==> src/rtl/dds_sweep_ctrl.sv <==
// Purpose : frequency-sweep scheduler driving the DDS 32-bit cfg word {dds_on, dds_inv, phase_inc[29:0]}.
// Latency : a register write takes effect on the next clk edge; cfg/busy/sweep_done are registered.
// Backpressure: none; the host may write one register per cycle and writes are always accepted.
//
// Ports:
//   clk, rst            system clock (DDS domain), synchronous active-high reset
//   wr_en/wr_addr/wr_data  host write port: 0=START_INC 1=STOP_INC 2=STEP_INC 3=CTRL
//                       CTRL: bit0 go, bit1 inv, bit2 repeat, [16+DWELL_W-1:16] dwell
//   cfg                 {dds_on, inv, phase_inc[29:0]} to the DDS
//   busy                high while sweeping (RUN_UP / RUN_DN)
//   sweep_done          one-cycle pulse at the end of the stop-frequency dwell
// Optional feature: define DDS_SWEEP_BIDIR_EN for triangle sweeping (state RUN_DN).

module dds_sweep_ctrl #(
    parameter int DWELL_W = 16
) (
    input  logic        clk,
    input  logic        rst,
    input  logic        wr_en,
    input  logic [1:0]  wr_addr,
    input  logic [31:0] wr_data,
    output logic [31:0] cfg,
    output logic        busy,
    output logic        sweep_done
);

    typedef enum logic [1:0] {IDLE, RUN_UP, HOLD, RUN_DN} state_t;

    state_t              state;

    // Host-visible shadow registers; only copied into the working set on go.
    logic [29:0]         start_h, stop_h, step_h;

    // Working set used by the running sweep.
    logic [29:0]         start_w, stop_w, step_w;
    logic                inv_w, rep_w;
    logic [DWELL_W-1:0]  reload_w;      // effective dwell minus one
    logic [DWELL_W-1:0]  cnt;
    logic [29:0]         cur_inc;
    logic                dds_on;

    logic                ctrl_wr;
    logic [DWELL_W-1:0]  dwell_in;
    logic [DWELL_W-1:0]  reload_in;
    logic [30:0]         up_sum;
    logic [29:0]         up_next;
    logic                unused_bits;

    assign ctrl_wr   = wr_en && (wr_addr == 2'd3);
    assign dwell_in  = wr_data[16 +: DWELL_W];
    // dwell=0 behaves as a one-clock dwell, so both 0 and 1 reload the counter with 0.
    assign reload_in = (dwell_in == '0) ? '0 : dwell_in - 1'b1;

    // Upward step in 31 bits so a wrap past 2^30 still clamps to stop.
    assign up_sum  = {1'b0, cur_inc} + {1'b0, step_w};
    assign up_next = (up_sum >= {1'b0, stop_w}) ? stop_w : up_sum[29:0];

`ifdef DDS_SWEEP_BIDIR_EN
    logic [29:0] dn_diff;
    logic [29:0] dn_next;

    // Downward step clamps at start; a step larger than cur_inc would underflow, so it clamps too.
    assign dn_diff = cur_inc - step_w;
    assign dn_next = ((step_w > cur_inc) || (dn_diff <= start_w)) ? start_w : dn_diff;
`endif

    // Increment bits [31:30] and unassigned CTRL bits carry no function.
    assign unused_bits = ^wr_data;

    assign cfg = {dds_on, inv_w, cur_inc};

    always_ff @(posedge clk) begin
        if (rst) begin
            state      <= IDLE;
            start_h    <= '0;
            stop_h     <= '0;
            step_h     <= '0;
            start_w    <= '0;
            stop_w     <= '0;
            step_w     <= '0;
            inv_w      <= 1'b0;
            rep_w      <= 1'b0;
            reload_w   <= '0;
            cnt        <= '0;
            cur_inc    <= '0;
            dds_on     <= 1'b0;
            busy       <= 1'b0;
            sweep_done <= 1'b0;
        end else begin
            sweep_done <= 1'b0;

            if (wr_en) begin
                case (wr_addr)
                    2'd0:    start_h <= wr_data[29:0];
                    2'd1:    stop_h  <= wr_data[29:0];
                    2'd2:    step_h  <= wr_data[29:0];
                    default: ;
                endcase
            end

            if (ctrl_wr) begin
                if (wr_data[0]) begin
                    // go: (re)start from freshly latched values, whatever the current state.
                    start_w  <= start_h;
                    stop_w   <= stop_h;
                    step_w   <= step_h;
                    inv_w    <= wr_data[1];
                    rep_w    <= wr_data[2];
                    reload_w <= reload_in;
                    cnt      <= reload_in;
                    cur_inc  <= start_h;
                    state    <= RUN_UP;
                    dds_on   <= 1'b1;
                    busy     <= 1'b1;
                end else begin
                    // abort: silent return to IDLE, no completion pulse.
                    state  <= IDLE;
                    cnt    <= '0;
                    dds_on <= 1'b0;
                    busy   <= 1'b0;
                end
            end else begin
                case (state)
                    RUN_UP: begin
                        if (cnt != '0) begin
                            cnt <= cnt - 1'b1;
                        end else begin
                            cnt <= reload_w;
                            if (cur_inc >= stop_w) begin
                                sweep_done <= 1'b1;
                                if (!rep_w) begin
                                    state <= HOLD;
                                    busy  <= 1'b0;
                                end else begin
`ifdef DDS_SWEEP_BIDIR_EN
                                    state   <= RUN_DN;
                                    cur_inc <= dn_next;
`else
                                    cur_inc <= start_w;
`endif
                                end
                            end else begin
                                cur_inc <= up_next;
                            end
                        end
                    end
`ifdef DDS_SWEEP_BIDIR_EN
                    RUN_DN: begin
                        if (cnt != '0) begin
                            cnt <= cnt - 1'b1;
                        end else begin
                            cnt <= reload_w;
                            // End of the start dwell turns the sweep upward again.
                            if (cur_inc <= start_w) begin
                                state   <= RUN_UP;
                                cur_inc <= up_next;
                            end else begin
                                cur_inc <= dn_next;
                            end
                        end
                    end
`endif
                    default: ;
                endcase
            end
        end
    end

endmodule

==> config.mk <==
export PLATFORM = sky130hd
export DESIGN_NAME = dds_sweep_ctrl
export DESIGN_NICKNAME = d
export VERILOG_FILES = /design/src/rtl/dds_sweep_ctrl.sv
export SDC_FILE = /design/constraint.sdc
export NUM_CORES = 1
export LEC_CHECK = 0
export CORE_ASPECT_RATIO = 0.5
export CORE_MARGIN = 4
export CORE_UTILIZATION = 55
export DETAILED_ROUTE_END_ITERATION = 8
export GPL_TIMING_DRIVEN = 0
export PLACE_DENSITY = 0.73
export SLEW_MARGIN = 10
export SYNTH_ARGS = -nofsm -noshare
export SYNTH_HDL_FRONTEND = slang
export SYNTH_SLANG_ARGS = --single-unit
export TNS_END_PERCENT = 10
==> constraint.sdc <==
create_clock -name clk -period 5.7 [get_ports clk]
set_clock_uncertainty 0.2 [all_clocks]
set_input_delay 0.57 -clock clk [delete_from_list [all_inputs] [get_ports clk]]
set_output_delay 0.57 -clock clk [all_outputs]
set_load 0.02 [all_outputs]
# Word level (Yosys, flattened, before mapping)
# Cells that the tools add are included.
word_totals:
  inputBits: 37
  wordCells: 67
  ff_bits: 249
  out_inout_bits: 34
op_classes:
  n_reduce_logical: 13
  n_mux: 25
  n_eq_ne: 8
  addsub: 3
  n_bitwise: 1
  n_lt_le_gt_ge: 2
op_table:
  columns: ["cell", "n"]
  rows:
  - ["$mux W30", 7]
  - ["$mux W16", 5]
  - ["$sub A16 B1 Y16 const B", 2]
  - ["$add A30 B30 Y31", 1]
  - ["$ge A31 B30 Y1", 1]
  - ["$ge A30 B30 Y1", 1]
  - ["$logic_not A16 Y1", 1]
  - ["$reduce_bool A16 Y1", 1]
  - ["$mux W2", 5]
  - ["$mux W1", 8]
  - ["$reduce_and A2 Y1", 4]
  - ["$reduce_and A4 Y1", 2]
  - ["$eq A2 B1 Y1 const B", 2]
  - ["$eq A2 B2 Y1 const B", 2]
  - ["$ne A2 B2 Y1 const B", 2]
  - ["$reduce_bool A2 Y1", 2]
  - ["$reduce_or A4 Y1", 1]
  - ["$ne A3 B3 Y1 const B", 1]
  - ["$logic_not A2 Y1", 1]
  - ["$ne A2 B1 Y1 const B", 1]
  - ["$logic_and A1 B1 Y1", 1]
  - ["$not A1 Y1", 1]

# Logic depth before layout (Yosys ltp)
logic_depth:
  ltp_word: 7
  ltp_mapped: 22
  depth_no_buf: 21

# Worst setup path after synthesis
# OpenSTA, ideal clock, no wires.
synth_path:
  path_kind: "register to register"
  startpoint: "register cur_inc[0]"
  endpoint: "register cur_inc[28]"
  setup_time_ns: 0.057
  t_required_ns: 5.443
  period_less_slack_ns: 4.789
  arrival_ns: 4.532
  path_stages_with_launch: 21
  setup_slack_ns: 0.911
  path_buffers: 0
  cell_sequence: "dfxtp_1 > ha_1 > inv_1 > fa_1 > nor2b_1 > o31a_1 > o21ai_2 > o21ba_2 > o21ai_1 > a21oi_1 > o21ai_0 > xor2_1 > ha_1 > nand3_1 > nor4_2 > o2111ai_1 > and4bb_2 > a211oi_2 > o2bb2ai_1 > o221ai_1 > o21ba_2"
synth_between:
  elab_chain_len: 7
  word_cells_on_any_way: 10
  cone_classes: "1 x add/sub; 2 x order compare; 1 x eq/ne; 5 x mux; 1 x reduce/logical"
synth_rtl:
  columns: ["item", "line", "source"]
  rows:
  - ["start: declaration", "39", "logic [29:0] cur_inc;"]
  - ["start signal: assignment", "111", "cur_inc <= start_h;"]
  - ["start signal: assignment", "139", "cur_inc <= start_w;"]
  - ["start signal: assignment", "143", "cur_inc <= up_next;"]
  - ["$add A30 B30 Y31", "55", "assign up_sum = {1'b0, cur_inc} + {1'b0, step_w};"]
  - ["$ge A31 B30 Y1", "56", "assign up_next = (up_sum >= {1'b0, stop_w}) ? stop_w : up_sum[29:0];"]
  - ["$mux W30", "56", null]
  - ["$mux W30", "129", "if (cur_inc >= stop_w) begin"]
  - ["$mux W30", "125", "if (cnt != '0) begin"]
  - ["$mux W30", "123", "case (state)"]
  - ["$mux W30", "101", "if (ctrl_wr) begin"]
# Several ways; a longest one is shown, not always the timed one. The select of a mux whose other input is x is not followed.
# A chain may end at the register's enable or synchronous reset.

# Final worst setup path
layout_path:
  startpoint: "register cur_inc[14]"
  endpoint: "register cur_inc[16]"
# Same word-level chain as after synthesis.

==> out/metrics.cfg <==
[outcome]
outcome = completed

[final_layout]
antenna_cells = 0
nets = 1981
areaGrowthSynthToFinish_pct = 14.8
fin_util = 0.655
drive_gt1_frac = 0.0552
nFillCells = 2095

[clock_network]
clk_latency_ns = 0.52
ctsRootBufferMaster = clkbuf_16
cts.sinks = 248
cts_htree_levels = 1
cts_hold_buf = 0
cts_tree = yes
cts_buffers = 22
clk_path_buf_depth = 3
clk_pin_slew_ns = 0.07

[route]
drtIter0Drc = 1487
post_drt_wl_per_cell_um = 20.7
drt_wl_total_um = 45000
vias = 13500
drtPass1Iterations = 5
final_antenna_net_count = 0
vias_per_cell = 6.23
drc_errors = 0

[setup_path]
worstPathArrival_ns = 5.73
end_kind = flip-flop
critical_path.startpoint_type = flip-flop
critPathRequiredTime_ns = 5.94
setup.worst_path.class = flip-flop to flip-flop
cp_max_fo = 10
r2r_cells = 21

[timing]
hold_ws_ns = 0.166
slew-limit-headroom = 0.398
layout_worst_path_cycle_share = 0.964
tightest_slew_ns = 0.903
hold_violations = 0
setup_viol = 0
period_needed_ns = 5.50
report.final.slew_viol_count = 0
max_freq_mhz = 182

[logic_synthesis]
yosysTopAreaCell = dfxtp_1
synth_nets = 1888
synth_top_area_share = 0.374
ys_seq_area_frac = 0.374
yosysWarnings = 0
synth-main-ff-cell = dfxtp_1
synth.avg_cell_area_um2 = 7.55
syn_area_mm2 = 0.0133
synth.distinct_cells = 79
async_flop_share = 0
synth_cells = 1756
synth.area.top_cells = dfxtp_1 (37%), nand2_1 (13%), a21oi_1 (11%)
ys_seq_elements = 248
synth_edf_count = 0

[floorplan]
dieWidth_um = 228
die_h_um = 118
initial_core_util = 0.570
core_area_mm2 = 0.0233
io_pins = 71
rows = 39
dieArea_mm2 = 0.0268

[pwr]
p_per_area_mw_per_mm2 = 288
p_leak_nw = 5.58
ir_worst_vdd_mv = 0.203

[hold_path]
min_path_cells = 3
min_path_type = primary input to flip-flop

[global_route]
grt_pass1_wl_um = 69500
grt_usage = 0.327
grt_overflow = 0
grt_max_degree = 17
antenna_found_initial = 0
grt_pass1_vias = 12500

[place]
hpwlAfterDp_um = 35300
port_buffers = 62
place_congestion = 1.02

[job]
maxCapViolCount = 0

cell usage after synthesis, drive strengths merged (9+ instances only):
library cell,count
nand2,455
a21oi,282
dfxtp,248
nor2,116
ha,94
clkbuf,90
o21ai,62
inv,49
a211oi,31
nand3,27
nor3,27
xnor2,21
nand4,20
buf,16
xor2,15
a21boi,14
a31oi,14
o32ai,13
nor4,12
o22ai,12
nand2b,9
o211ai,9
cells in the final DEF, fill, tap and decap left out, types with 10 or more instances in the layout:
cell type	n
clkdlybuf4s50_1	62
buf_4	11
xor2_1	15
xnor2_1	21
clkbuf_1	93
a21oi_1	282
nand4_1	19
inv_1	49
a21boi_0	14
o22ai_1	12
ha_1	94
a211oi_1	28
buf_2	10
nor3_1	24
nand2_1	454
clkbuf_16	23
o21ai_0	54
nor2_1	114
nand3_1	26
dfxtp_1	248
a31oi_1	12
o32ai_1	13
worst paths after layout:
kind                    start           to  slack, ns
setup / recovery  cur_inc[14]  cur_inc[16]       0.20
hold / removal    wr_data[28]   step_h[28]       0.17
setup reg to reg  cur_inc[14]  cur_inc[16]       0.20
hold reg to reg   start_w[15]  start_w[15]       0.25
registers in the layout, summed over array words and instances, names as in the netlist:
register,cells
inv_w,1
sweep_done,1
dds_on,1
cur_inc,30
reload_w,16
rep_w,1
step_w,30
stop_w,30
start_h,30
stop_h,30
start_w,30
cnt,16
state,2
step_h,30
where the power goes:
group	switching, mW	internal [mW]
logic	0.579	0.285
registers	0.0379	1.77
clock network	0.684	1.03
final cells by class:
| type | count | area (um^2) | area share |
|---|---|---|---|
| plain buffers | 106 | 437 | 0.0287 |
| clock buffers | 27 | 601 | 0.0394 |
| clock inverters | 13 | 223 | 0.0146 |
| inverters | 49 | 184 | 0.0121 |
| multi-input cells | 1353 | 7770 | 0.510 |
| flip-flops and latches | 248 | 4960 | 0.326 |
| well taps | 307 | 384 | 0.0252 |
| repair buffers | 69 | 673 | 0.0442 |
per-layer routing:
metal  vias up  GRT usage  routed length [um]
met5         -          0                   0
met4         0      0.103                1580
met3        95     0.0566                4240
met2       664      0.508               19900
met1      6448      0.463               19300
li1       6322          -                   -
what timing repair did:
| item | CTS | global route |
|---|---|---|
| buffers inserted | 2 | 5 |
| endpoints found under the setup margin | 29 | 30 |
| resized for setup | 7 | 11 |
| pin swaps | 2 | 5 |
critical path: stages (launching register included):
cell       delay (ns)
dfxtp_1          0.41
ha_1             0.26
buf_2            0.17
a21oi_1          0.23
o2111ai_1        0.21
a221oi_2         0.34
o21ai_0          0.19
o41ai_2          0.44
o21ai_0          0.19
mux2i_1          0.26
nand2_1          0.09
ha_1             0.32
nand3_1          0.24
nor2_1           0.12
a221oi_2         0.30
nand2_1          0.11
nand4bb_2        0.31
nor2_4           0.20
buf_4            0.23
nand2_1          0.09
a311o_1          0.32
a31oi_1          0.15
kinds of logic (layout without fill, tap and decap cells):
family,count (synthesis),count (layout),share of synthesized area
AOI/OAI and AO/OA,506,506,0.229
xor gates and xnor gates,36,36,0.0238
adders and majority gates,95,95,0.0902
buffers and inverters,155,264,0.0466
DFF,248,248,0.374
muxes,5,5,0.00387
and+or+nand+nor,711,711,0.233
per-stage QoR:
stage | instance area [um^2] | setup TNS [ns] | worst slack, ns | total power [mW] | instances
after global placement | 14300 | -0.692 | -0.239 | 2.63 | 2125
after CTS | 15100 | 0 | 0.0205 | 4.35 | 2167
final | 15200 | 0 | 0.204 | 4.39 | 2172
after detailed placement | 14300 | -2.11 | -0.353 | 2.65 | 2125
after global routing | 15200 | -0.0507 | -0.0338 | 4.54 | 2172
after floorplan | 13300 | 0 | 0.911 | 2.38 | 1756
(Power assumes the default switching activity.)
